==> src/rtl/countdown_display.sv <==
// Binary-to-BCD conversion (sequential double-dabble) of the countdown value,
// driving a multiplexed common-anode 3-digit 7-segment display with leading-zero blanking.
module countdown_display #(
    parameter int WIDTH    = 9,
    parameter int DIGITS   = 3,
    parameter int SCAN_DIV = 1000
) (
    input  logic                  clock,
    input  logic                  reset,
    input  logic [WIDTH-1:0]      current,
    output logic [4*DIGITS-1:0]   bcd,
    output logic                  update,
    output logic                  is_zero,
    output logic [DIGITS-1:0]     an,
    output logic [6:0]            seg
);

    localparam int CNT_W = $clog2(WIDTH + 1);
    localparam int PRE_W = $clog2(SCAN_DIV);
    localparam int IDX_W = $clog2(DIGITS);
    localparam int BCD_W = 4 * DIGITS;

    typedef enum logic [1:0] {
        S_IDLE,
        S_SHIFT,
        S_DONE
    } state_t;

    state_t             r_state;
    state_t             w_next_state;
    logic               w_load;
    logic               w_shift;
    logic               w_done;

    logic [WIDTH-1:0]   r_bin;
    logic [WIDTH-1:0]   r_captured;
    logic [WIDTH-1:0]   r_last_value;
    logic [BCD_W-1:0]   r_scratch;
    logic [BCD_W-1:0]   w_adj;
    logic [CNT_W-1:0]   r_shift_cnt;
    logic               r_first;

    logic [BCD_W-1:0]   r_bcd;
    logic               r_update;
    logic               r_is_zero;

    logic [PRE_W-1:0]   r_prescaler;
    logic [IDX_W-1:0]   r_digit_idx;
    logic [DIGITS-1:0]  r_an;
    logic [6:0]         r_seg;
    logic [3:0]         w_nibble;
    logic               w_blank;
    logic [6:0]         w_seg;
    logic [DIGITS-1:0]  w_an;

    // ---------------- conversion FSM ----------------
    // NOTE: sequential state uses non-blocking assignments so every register
    // samples pre-edge values regardless of statement order.
    always_ff @(posedge clock) begin
        if (!reset) begin
            r_state <= S_IDLE;
        end else begin
            r_state <= w_next_state;
        end
    end

    // NOTE: every signal gets a default before the case, otherwise an
    // unassigned path would infer a latch.
    always_comb begin
        w_next_state = r_state;
        w_load       = 1'b0;
        w_shift      = 1'b0;
        w_done       = 1'b0;
        case (r_state)
            S_IDLE: begin
                if (r_first || (current != r_last_value)) begin
                    w_load       = 1'b1;
                    w_next_state = S_SHIFT;
                end
            end
            S_SHIFT: begin
                w_shift = 1'b1;
                if (r_shift_cnt == CNT_W'(1)) begin
                    w_next_state = S_DONE;
                end
            end
            S_DONE: begin
                w_done       = 1'b1;
                w_next_state = S_IDLE;
            end
            default: w_next_state = S_IDLE;
        endcase
    end

    // Double-dabble correction: any nibble >= 5 would exceed 9 after doubling.
    always_comb begin
        w_adj = r_scratch;
        for (int i = 0; i < DIGITS; i++) begin
            if (r_scratch[4*i +: 4] >= 4'd5) begin
                w_adj[4*i +: 4] = r_scratch[4*i +: 4] + 4'd3;
            end
        end
    end

    always_ff @(posedge clock) begin
        if (!reset) begin
            r_bin        <= '0;
            r_captured   <= '0;
            r_last_value <= '0;
            r_scratch    <= '0;
            r_shift_cnt  <= '0;
            r_first      <= 1'b1;
            r_bcd        <= '0;
            r_update     <= 1'b0;
            r_is_zero    <= 1'b1;
        end else begin
            r_update <= w_done;
            if (w_load) begin
                r_bin       <= current;
                r_captured  <= current;
                r_scratch   <= '0;
                r_shift_cnt <= CNT_W'(WIDTH);
            end
            if (w_shift) begin
                r_scratch   <= {w_adj[BCD_W-2:0], r_bin[WIDTH-1]};
                r_bin       <= {r_bin[WIDTH-2:0], 1'b0};
                r_shift_cnt <= r_shift_cnt - CNT_W'(1);
            end
            if (w_done) begin
                r_bcd        <= r_scratch;
                r_last_value <= r_captured;
                r_is_zero    <= (r_scratch == '0);
                r_first      <= 1'b0;
            end
        end
    end

    // ---------------- display scan ----------------
    always_comb begin
        w_nibble = r_bcd[3:0];
        w_blank  = 1'b0;
        case (r_digit_idx)
            IDX_W'(1): begin
                w_nibble = r_bcd[7:4];
                w_blank  = (r_bcd[11:8] == 4'd0) && (r_bcd[7:4] == 4'd0);
            end
            IDX_W'(2): begin
                w_nibble = r_bcd[11:8];
                w_blank  = (r_bcd[11:8] == 4'd0);
            end
            default: begin
                w_nibble = r_bcd[3:0];
                w_blank  = 1'b0;
            end
        endcase
    end

    // Active-low {g,f,e,d,c,b,a}; non-decimal nibbles show nothing.
    always_comb begin
        w_seg = 7'b1111111;
        if (!w_blank) begin
            case (w_nibble)
                4'd0: w_seg = 7'b1000000;
                4'd1: w_seg = 7'b1111001;
                4'd2: w_seg = 7'b0100100;
                4'd3: w_seg = 7'b0110000;
                4'd4: w_seg = 7'b0011001;
                4'd5: w_seg = 7'b0010010;
                4'd6: w_seg = 7'b0000010;
                4'd7: w_seg = 7'b1111000;
                4'd8: w_seg = 7'b0000000;
                4'd9: w_seg = 7'b0010000;
                default: w_seg = 7'b1111111;
            endcase
        end
    end

    assign w_an = ~(DIGITS'(1) << r_digit_idx);

    always_ff @(posedge clock) begin
        if (!reset) begin
            r_prescaler <= '0;
            r_digit_idx <= '0;
            r_an        <= ~DIGITS'(1);
            r_seg       <= 7'b1000000;
        end else begin
            r_an  <= w_an;
            r_seg <= w_seg;
            if (r_prescaler == PRE_W'(SCAN_DIV - 1)) begin
                r_prescaler <= '0;
                r_digit_idx <= (r_digit_idx == IDX_W'(DIGITS - 1)) ? '0 : r_digit_idx + IDX_W'(1);
            end else begin
                r_prescaler <= r_prescaler + PRE_W'(1);
            end
        end
    end

    assign bcd     = r_bcd;
    assign update  = r_update;
    assign is_zero = r_is_zero;
    assign an      = r_an;
    assign seg     = r_seg;

endmodule

==> config.mk <==
export PLATFORM = sky130hd
export DESIGN_NAME = countdown_display
export DESIGN_NICKNAME = d
export VERILOG_FILES = /design/src/rtl/countdown_display.sv
export SDC_FILE = /design/constraint.sdc
export NUM_CORES = 1
export LEC_CHECK = 0
export CAP_MARGIN = 15
export CORE_UTILIZATION = 40
export CTS_CLUSTER_SIZE = 10
export DETAILED_ROUTE_END_ITERATION = 10
export PLACE_DENSITY = 0.66
export SYNTH_ARGS = -nofsm -noshare
export SYNTH_HDL_FRONTEND = slang
export SYNTH_SLANG_ARGS = --single-unit
==> constraint.sdc <==
create_clock -name clock -period 2.64 [get_ports clock]
set_clock_uncertainty 0.2 [all_clocks]
set_input_delay 0.264 -clock clock [delete_from_list [all_inputs] [get_ports clock]]
set_output_delay 0.264 -clock clock [all_outputs]
set_load 0.02 [all_outputs]
Word-level counts from Yosys, hierarchy flattened --
Memories as Yosys holds them, arrays and structs flattened. Cells that the tools add are included.
Word-level totals: word-level logic and storage cells 69, output and inout bits 24, bits in latches 0, memory bits (writable) 0, input port bits 11, memories 1, bits in read-only memories 112, bits in registers 82
Cells by class: add/sub/neg operators 6, order comparisons 3, multiplexer cells 20, shift operators 1, div/mod/pow operators 0, bitwise operators 2, reductions and logical operators 11, multipliers 0, equal/unequal tests 9
Memory list:
- (no name shown) | depth 16, width 7, rd ports 1, clocked after Yosys merged registers in 0, write ports 0, line 162 | case (w_nibble)
Operators with widths (count):
- 12-bit 2-to-1 mux | 2
- 9-bit 2-to-1 mux | 2
- 4-bit 2-to-1 mux | 4
- 4-bit by 3-bit greater-or-equal comparator with 1-bit output, second input constant | 3
- 12-bit zero test | 1
- 10-bit by 1-bit adder with 10-bit output, second input constant | 1
- 10-bit equality test, second input constant | 1
- 9-bit != test | 1
- 4-bit by 2-bit adder with 4-bit output, second input constant | 2
- 4-bit zero test | 2
- 4-bit case mux with 2 select lines | 1
- 2-bit 2-to-1 mux | 3
- 6-bit 2-to-1 mux | 1
- 2-bit OR reduction | 3
- 2-bit by 1-bit equality test with 1-bit output, second input constant | 2
- 2-bit equality test, second input constant | 2
- 4-bit by 1-bit equality test with 1-bit output, second input constant | 1
- 1-bit 2-to-1 mux | 4
- 2-bit != test, second input constant | 2
- 2-bit case mux with 2 select lines | 1
- 4-bit by 1-bit subtractor with 4-bit output, second input constant | 1
- 3-bit by 2-bit adder with 3-bit output, second input constant | 1
- 3-bit 2-to-1 mux | 1
- 3-bit NOT | 1
- 9 further kinds | 9

Longest topological paths before layout --
Gate-level depths: netlist of the first run.
depth after elaboration 6, depth in mapped cells 9, gate-level depth less buffers 9

Worst setup path after synthesis of the first run --
Ideal clock, no wire load.
path type register to register, start register r_digit_idx[0], end register r_seg[6], in the netlist seg[6], data arrival time 2.158 ns, clock period less this slack 2.486 ns, library setup time 0.128 ns, path buffers 1, required time 2.312 ns, stages on the path, launching flop included 10, slack 0.154 ns, path through dfxtp_1 > inv_1 > ha_1 > clkbuf_1 > mux2i_1 > inv_1 > ha_1 > mux2_2 > a21oi_1 > nand3b_1
On the way: cells in the longest elaborated chain, start to end 3, elaborated cells between the ends (all ways) 6, classes of those cells eq/ne (2); mux (2); reduce/logical (1); memory (1)
Ends and longest elaborated chain:
- start: declaration | line 48 | logic [IDX_W-1:0] r_digit_idx;
- start signal: assignment | line 191 | r_digit_idx <= (r_digit_idx == IDX_W'(DIGITS - 1)) ? '0 : r_digit_idx + IDX_W'(1);
- 2-bit equality test / 2-bit by 1-bit equality test with 1-bit output (equally long branches) | line 142 | case (r_digit_idx)
- 4-bit case mux with 2 select lines / 1-bit case mux with 2 select lines (equally long branches) | line 142
- memory 16 x 7 bit / 2-bit OR reduction (equally long branches)
- end signal: assignment | line 188 | r_seg <= w_seg;
- end: declaration | line 50 | logic [6:0] r_seg;
Parallel ways exist; a longest one is shown, timed or not. A chain may end at the register's enable or synchronous reset.

Final worst setup path of the first run --
Same ends and word-level chain as after synthesis.

==> results.txt, run 1 <==
After synthesis, the largest area contributor takes up 41.9% of total cell area. Xor-xnor portion of the synthesized cell area: 4.47%. In this run the critical register-to-register path is captured at seg[6]$_SDFF_PP1_. The source of the worst hold timing path was r_prescaler[0]$_SDFF_PP0_. The launch instance of the worst register-to-register path is r_digit_idx[0]$_SDFFE_PN0P_. Across the VDD grid, the largest voltage drop is 0.000284 V. The analysis attributes to cell leakage a power of 0.00174 µW. Of all nets on the critical path, the largest fanout is 5. By area, the combinational part of the netlist is dominated by simple AND/OR/NAND/NOR gates.

The worst setup path is launched from a flop. The floorplan step defined a core boundary enclosing 0.00937 mm². The maximum buffer depth of the clock tree came out at 2. In the synthesized netlist, mux cells make up 2.97% of the area. The number of levels in the clock H-tree is 3.

Across all register-to-register paths, the minimum setup slack is 0.34 ns. The congestion estimate from routability-driven global placement came to 0.830. Among cell families on the critical path, the largest total delay comes from adder cells. The post-synthesis share of cell area spent on full adders, half adders and majority gates is 6.70%.

Ranked by total cell area, the synthesized netlist is headed by sky130_fd_sc_hd__dfxtp_1, sky130_fd_sc_hd__nand2_1, sky130_fd_sc_hd__ha_1, sky130_fd_sc_hd__o21ai_0, sky130_fd_sc_hd__a21boi_0. The insertion delay of the later-clocked pin in the worst-skew pair is 0.35 ns, and the number of standard cells in the layout, taps in and fillers out is 637. Kind of critical path: flop to flop. The uppermost layer routed is met4.

The number of setup buffers added after CTS came out at 0. During I/O placement, the number of pins put on the boundary was 35. The total overflow left after global routing is 0. Of the cells placed in the final design, the portion with a size suffix greater than 1 is 8.86%. Delay contributed by the slowest stage of the critical path: 0.44 ns.

The class of the tightest hold or removal check was flop to flop. The cell area after technology mapping was 0.00392 mm². The antenna cell count was 0. Setup repair after global routing left no endpoint under its margin. Among all stages on the critical path, the largest delay is contributed by sky130_fd_sc_hd__ha_1.

In the routed design, unresolved DRC markers number 0. Wire segments on met3 add up to 190 µm in the final route. The power per cell area is 528 mW/mm², and the final number of hold-violating endpoints is 0. The via count of the first global-routing pass is 3074. The number of port buffers is 34.

The run gives 35 as the number of placement rows. Dividing the detail-routed wire length by the instance count gives 12.6 µm. The mean number of vias per cell is 5.10, and the number of max-slew violations in the final report is 0.

The horizontal die dimension is 101 µm, and the proportion of synthesized chip area in sequential cells is 41.9%. The tools report the HPWL after detailed placement as 5600 µm. The tools report the residual antenna-violating net count after detailed routing as 0.

For the signal arrival time at the worst endpoint, the log shows 2.34 ns. The tools report the type of destination of the critical path as a flop. The total number of cells along the worst setup path is 8. The final number of setup-violating endpoints is 0.

The run gives 469 as the number of cells produced by synthesis. Summing over every cut layer, the via total after detailed routing is 3247. The flop and latch count out of synthesis was 82. Dividing the final minimum period by the clock period gives 87.0%. The floorplan step set the die height to 101 µm. Max-cap violations in this run came to 0. The total global routing track utilization was 17.1%; the count of buffering cells on the critical path with inverters included was 2. In this run the tightest slew margin relative to its limit is 58.8%. The post-layout minimum cycle time came out at 2.30 ns. The run gives 501 as the total nets after synthesis. The synthesis warning total came out at 0. Counting tap cells, the placed design contains a total of 620 instances. Of all cell types, the one taking the most synthesized area is sky130_fd_sc_hd__dfxtp_1. The logs give 0 for the initial antenna violation count and 3950 µm for the detailed-route wire length on metal 1.

The fmax is 0.435 GHz. The area overhead of the layout relative to synthesis works out to 18.1%. After clock tree synthesis, the repair step resized 0 gates.

Summed over all nets, wire length on met2 after detailed routing comes to 3740 µm. The tools report the number of buffers inserted by hold repair at cts as 1. The flow ran to the end, and the final reports show no timing, DRC or antenna violations. The setup TNS is 0 ns. Traced cell by cell, the critical path runs through inv_1 > ha_1 > mux2i_1 > inv_1 > ha_1 > mux2_2 > a21oi_1 > nand3b_1. The tools report the post-synthesis cell type count as 40. The pre-antenna-repair detailed-routing pass consisted of 4 iterations. Die area: 0.0102 mm².

Library cell used as clock root buffer: sky130_fd_sc_hd__clkbuf_8. The number of stages on the worst hold path was 1. The count of clock tree sinks is 82, and the area share of and/or/nand/nor cells after synthesis is 23.5%. Clock-pin slew was measured on the worst setup and hold paths at 0.09 ns. Summing the areas of all compound-gate instances in the mapped netlist gives 16.2% of the synthesized area.

The cell depth of the worst flop-to-flop path is 8, and the routed wire length is 8000 µm. The maximum number of pins on one net before global-route repair is 76. At the pin with the least slew margin, the transition time is 0.618 ns. The initial core utilization is 41.8%, and the first-pass GRT wire length is 13900 µm. Buffers inserted during clock tree synthesis total 9. In the final design database the tool counted 535 nets. The average cell area after synthesis was 8.36 µm².

The path with the worst hold slack has its endpoint at r_prescaler[0]$_SDFF_PP0_. The tools report the endpoint required time on the critical path as 2.68 ns. The tools report the DRC violation total after the first TritonRoute iteration as 199. TritonCTS built the clock tree.
metal layers:
| metal | vias up | GRT usage [%] |
|---|---|---|
| li1 | 1660 | - |
| met1 | 1533 | 21.7 |
| met4 | 0 | 7.13 |
| met3 | 10 | 3.12 |
| met2 | 44 | 28.5 |
| met5 | - | 0 |
flip-flops by register name (all words and copies together) (netlist names), 2 cells and up:
register / count
r_digit_idx: 2
r_prescaler: 10
bcd: 12
r_shift_cnt: 4
r_state: 2
r_captured: 9
r_scratch: 12
r_last_value: 9
seg: 7
an: 3
r_bin: 9
kinds of logic after synthesis:
family	count (synthesis)
fa+ha+maj	21
compound gates	103
xor+xnor	20
mux	11
simple gates	192
flops	82
buf+inv	40
worst max-delay path by stage:
stage	start	end	slack [ns]
after floorplan	r_digit_idx[0]$_SDFFE_PN0P_	seg[6]$_SDFF_PP1_	0.15
after global placement	current[2]	r_bin[1]$_SDFFE_PN0P_	0.11
after detailed placement	current[2]	r_scratch[8]$_SDFFE_PN0P_	0.03
after CTS	r_digit_idx[0]$_SDFFE_PN0P_	seg[6]$_SDFF_PP1_	0.32
after global routing	r_digit_idx[0]$_SDFFE_PN0P_	seg[4]$_SDFF_PN0_	0.20
final	r_digit_idx[0]$_SDFFE_PN0P_	seg[6]$_SDFF_PP1_	0.34
power breakdown:
group          internal, µW  switching, µW
Sequential             1280           35.1
Combinational          89.1            112
Clock                   446            486
cell usage in the layout (no fill, tap or decap), types with 2 or more instances in the layout:
cell,netlist,layout
sky130_fd_sc_hd__nand2_1,91,91
sky130_fd_sc_hd__dfxtp_1,82,82
sky130_fd_sc_hd__o21ai_0,33,33
sky130_fd_sc_hd__clkdlybuf4s50_1,0,33
sky130_fd_sc_hd__a21oi_1,25,25
sky130_fd_sc_hd__nor2_1,22,22
sky130_fd_sc_hd__a21boi_0,21,21
sky130_fd_sc_hd__ha_1,21,21
sky130_fd_sc_hd__and3_1,15,15
sky130_fd_sc_hd__inv_1,14,14
sky130_fd_sc_hd__nand3_1,14,14
sky130_fd_sc_hd__buf_4,0,13
sky130_fd_sc_hd__xor2_1,12,12
sky130_fd_sc_hd__nor3_1,10,10
sky130_fd_sc_hd__o22ai_1,9,9
sky130_fd_sc_hd__clkbuf_8,0,9
sky130_fd_sc_hd__mux2i_1,8,8
sky130_fd_sc_hd__xnor2_1,8,8
sky130_fd_sc_hd__nor2b_1,6,6
sky130_fd_sc_hd__or3_2,6,6
sky130_fd_sc_hd__or3_1,5,5
sky130_fd_sc_hd__nand2b_1,5,5
sky130_fd_sc_hd__a22o_1,4,4
sky130_fd_sc_hd__nor4_1,3,3
sky130_fd_sc_hd__o21a_1,3,3
sky130_fd_sc_hd__nand3b_1,3,3
sky130_fd_sc_hd__and2_1,3,3
sky130_fd_sc_hd__inv_6,0,3
sky130_fd_sc_hd__a22oi_1,2,2
sky130_fd_sc_hd__nor4_2,2,2
sky130_fd_sc_hd__o21bai_1,2,2
sky130_fd_sc_hd__nor3b_1,2,2
sky130_fd_sc_hd__o211a_1,2,2
sky130_fd_sc_hd__nand4_1,2,2
sky130_fd_sc_hd__mux2_2,2,2
sky130_fd_sc_hd__clkinvlp_4,0,2
layout make-up:
type                    count  area, µm²
inverters                  14       52.6
clock inverters             7       76.3
flip-flops and latches     82       1640
well taps                 129        161
fillers                   920       4740
repair buffers             49        463
clock buffers               9        124
multi-input cells         347       2110
through the flow:
step	power, µW	setup WS (ns)	hold slack (ns)	cell area, µm²	util (%)
3_5_place_dp	1540	0.0255	0.237	4420	47.2
5_1_grt	2560	0.202	0.270	4630	49.4
6_report	2440	0.342	0.239	4630	49.4
4_1_cts	2470	0.317	0.249	4630	49.4
2_1_floorplan	1470	0.154	0.194	3920	-
3_3_place_gp	1540	0.111	0.225	4420	47.2
synthesized netlist by cell type, drive strengths merged:
cell type,instances
mux2i,9
a21boi,21
nor3b,2
a22oi,2
nor4b,1
buf,3
nor3,10
o21ai,33
o22ai,9
a21oi,26
o21bai,2
or3,11
o211a,2
xnor2,8
o21a,3
a311oi,1
dfxtp,82
nand4,2
a22o,4
nand3b,3
nor2,22
nand3,15
nor4,5
clkbuf,23
nand4b,1
nor2b,6
and3,15
xor2,12
mux2,2
nand2,91
ha,21
and2,3
nand2b,5
inv,14
Power figures use the tool's default switching activity.
==> run 2: changes to the inputs <==
--- a/config.mk
+++ b/config.mk
@@ -5,11 +5,12 @@
 export SDC_FILE = /design/constraint.sdc
 export NUM_CORES = 1
 export LEC_CHECK = 0
-export CAP_MARGIN = 15
-export CORE_UTILIZATION = 40
+export CAP_MARGIN = 20
+export CORE_UTILIZATION = 52
 export CTS_CLUSTER_SIZE = 10
 export DETAILED_ROUTE_END_ITERATION = 10
-export PLACE_DENSITY = 0.66
+export HOLD_SLACK_MARGIN = 0.02
+export PLACE_DENSITY = 0.81
 export SYNTH_ARGS = -nofsm -noshare
 export SYNTH_HDL_FRONTEND = slang
 export SYNTH_SLANG_ARGS = --single-unit
==> run 2 against run 1 <==
Sequential power hardly changed. Clock power shrank 4.6%. Worst setup slack lost 0.00092 ns. Via count increased by 1.1%. Core utilization is 14 points higher. Cell area down 1.4%. Global-route usage grew 5.6 points. Non-clock buffer count shrank 1. Flip-flop and latch count did not move. Maximum frequency hardly changed. Register-to-register slack hardly changed. Combinational power barely moved.
==> results.txt, run 2 (same netlist as run 1, synthesis figures left out) <==
The tools report the total power of the final layout as 2400 µW. The tools report the slack of the critical path as 0.341 ns. The largest single stage delay on the critical path is 0.44 ns. The number of buffers inserted during clock tree synthesis is 9, and the fmax is 0.435 GHz. Number of port buffers: 34. The initial antenna violation count was 0; the number of max-slew violations in the final report was 0. The final number of hold-violating endpoints is 0, and the count of clock tree sinks is 82. Leaving out fill and tap cells, the most frequent cells in the layout are sky130_fd_sc_hd__nand2_1, sky130_fd_sc_hd__dfxtp_1, sky130_fd_sc_hd__o21ai_0, sky130_fd_sc_hd__clkdlybuf4s50_1, sky130_fd_sc_hd__a21oi_1.

The routability-driven placement congestion ratio is 0.861. The transition time of the tightest slew-check pin works out to 0.740 ns. The library cell used most frequently in the layout, excluding fill and tap cells, is sky130_fd_sc_hd__nand2_1. The number of cells on the worst reg-to-reg path is 8. The post-layout minimum cycle time is 2.30 ns, and the share of cells above drive strength 1 is 8.88%. For the HPWL after detailed placement, the log shows 5720 µm. Walking the worst path, the cells encountered are inv_1 > ha_1 > mux2i_1 > inv_1 > ha_1 > mux2_2 > a21oi_1 > nand3b_1. The tool flagged a number of max-cap violations equal to 0. Counting both buffers and inverters, the worst setup path holds a total of 2. The tools report the placed cell area as 0.00437 mm². TritonCTS built the clock tree. The first-pass GRT wire length is 13900 µm, and the highest fanout seen on the critical path is 5. After the first detailed-routing iteration, the DRC count stood at 223.

The library cell contributing the largest single delay on the critical path was sky130_fd_sc_hd__ha_1. The run gives 31 as the number of placement rows. Overall overflow remaining after global route: 0. Launching element type of the critical path: a flop. The startpoint identified for the worst hold timing path is reset. The H-tree was split into 3 levels. In this run the post-CTS setup repair buffer count came out at 0. 35 I/O pins were placed. In this run, post-CTS repair resized a total of 0 instances. In the final timing run, aggregate negative setup slack is 0 ns.

VDD sags by at most 0.000410 V. The run gives 0.00172 µW as the reported leakage power. Launch instance of the worst register-to-register path: r_digit_idx[0]$_SDFFE_PN0P_. For this run, design rule violations remaining after detail routing come to 0. The kind of critical path was flop to flop. Wires add up to 8270 µm.

Dividing the detail-routed via count by the number of cells gives 5.42. Along the worst hold path, the cell count comes to 2. The min-delay analysis places its worst path in the category input port to flop. Measured along the y axis, the die boundary spans 88.8 µm.

The residual antenna-violating net count after detailed routing is 0, and the total number of cells along the worst setup path is 8. Clock-pin slew was measured on the worst setup and hold paths at 0.08 ns. The number of fill cells in the layout was 632; the power per cell area was 526 mW/mm².

The tools report the endpoint required time on the critical path as 2.68 ns. The relative max-transition margin is 50.7%, and the final number of setup-violating endpoints is 0. Library cell used as clock root buffer: sky130_fd_sc_hd__clkbuf_8. Setup repair after global routing left no endpoint under its margin. Global routing consumed, over all layers together, 22.7% of the routing resources.

The first-pass detailed-route iteration total was 4. Summing over every cut layer, the via total after detailed routing is 3284. The initial utilization of the core area, before any placement, comes to 54.1%. The worst path uses 87.1% of the clock period. STA classifies the critical path endpoint as a flop.

In the final design database the tool counted 534 nets. Cell type group with the largest total delay on the critical path: adder cells. After clock tree synthesis, the flow added hold-fix buffers numbering 0. The flow ran to the end, and the final reports show no timing, DRC or antenna violations. The tools report the via count of the first global-routing pass as 3089. The cell area after layout was 0.00457 mm²; the insertion delay of the later-clocked pin in the worst-skew pair was 0.35 ns.

Final hold slack: 0.0709 ns. The core area was 0.00725 mm²; the horizontal die dimension was 88.8 µm. The signal arrival time at the worst endpoint came out at 2.34 ns. The maximum buffer depth of the clock tree was 2; the maximum number of pins on one net before global-route repair was 31.

From synthesis to final layout, the design area changed by 16.4%. The repair_antennas step left the layout with diodes totalling 0. Across all register-to-register paths, the minimum setup slack is 0.34 ns. Dividing the detail-routed wire length by the instance count gives 13.6 µm. The worst register-to-register path ends at seg[6]$_SDFF_PP1_. The run gives 0.0251 ns as the worst slack at placement. The tools report the hold path endpoint as r_first$_SDFFE_PN1P_.

The die covers 0.00789 mm².
-- run 2: changes by cell type in the layout (fill, tap and decap cells not counted) --
cell	delta
sky130_fd_sc_hd__inv_6	-3
sky130_fd_sc_hd__clkinvlp_4	+2
sky130_fd_sc_hd__buf_12	-1
sky130_fd_sc_hd__buf_4	+1
sky130_fd_sc_hd__clkinv_2	+1
sky130_fd_sc_hd__dlygate4sd3_1	-1
-- run 2: metal layers --
metal | track usage (%) | part of all wire (%) | up-vias
li1 | - | - | 1667
met2 | 38.7 | 49 | 67
met5 | 0 | 0 | -
met4 | 9.24 | 1.1 | 0
met3 | 3.73 | 3.3 | 10
met1 | 28.5 | 46 | 1540
-- run 2: report_power, final --
part / internal, µW / switching (µW)
clock network: 433 / 457
registers: 1280 / 32.4
logic: 86.5 / 117
-- run 2: layout make-up --
cell class / count / area, µm² / area share, %
Multi-Input combinational cell: 347 / 2110 / 46.3
Sequential cell: 82 / 1640 / 36.0
Timing Repair Buffer: 48 / 440 / 9.65
Clock buffer: 9 / 124 / 2.71
Tap cell: 99 / 124 / 2.71
Clock inverter: 7 / 70.1 / 1.53
Inverter: 14 / 52.6 / 1.15
-- run 2: worst register-to-register path, delay by kind of cell (launching register included) --
kind | cells | cell delay [ns]
AOI/OAI and AO/OA | 1 | 0.16
adders and majority gates | 2 | 0.65
buffers and inverters | 2 | 0.19
DFF | 1 | 0.39
muxes | 2 | 0.53
and+or+nand+nor | 1 | 0.08
-- run 2: worst max-delay path by stage --
stage | startpoint | to | slack, ns
after detailed placement | current[5] | r_bin[5]$_SDFFE_PN0P_ | 0.03
after floorplan | r_digit_idx[0]$_SDFFE_PN0P_ | seg[6]$_SDFF_PP1_ | 0.15
after CTS | r_digit_idx[0]$_SDFFE_PN0P_ | seg[6]$_SDFF_PP1_ | 0.34
after global routing | r_digit_idx[0]$_SDFFE_PN0P_ | seg[4]$_SDFF_PN0_ | 0.18
final | r_digit_idx[0]$_SDFFE_PN0P_ | seg[6]$_SDFF_PP1_ | 0.34
after global placement | current[2] | r_bin[1]$_SDFFE_PN0P_ | 0.12
-- run 2: stage by stage --
stage / utilization [%] / std cells
4_1_cts: 62.9 / 606
3_3_place_gp: 60.3 / 590
2_1_floorplan: - / 469
6_report: 62.9 / 606
5_1_grt: 62.9 / 606
3_5_place_dp: 60.3 / 590
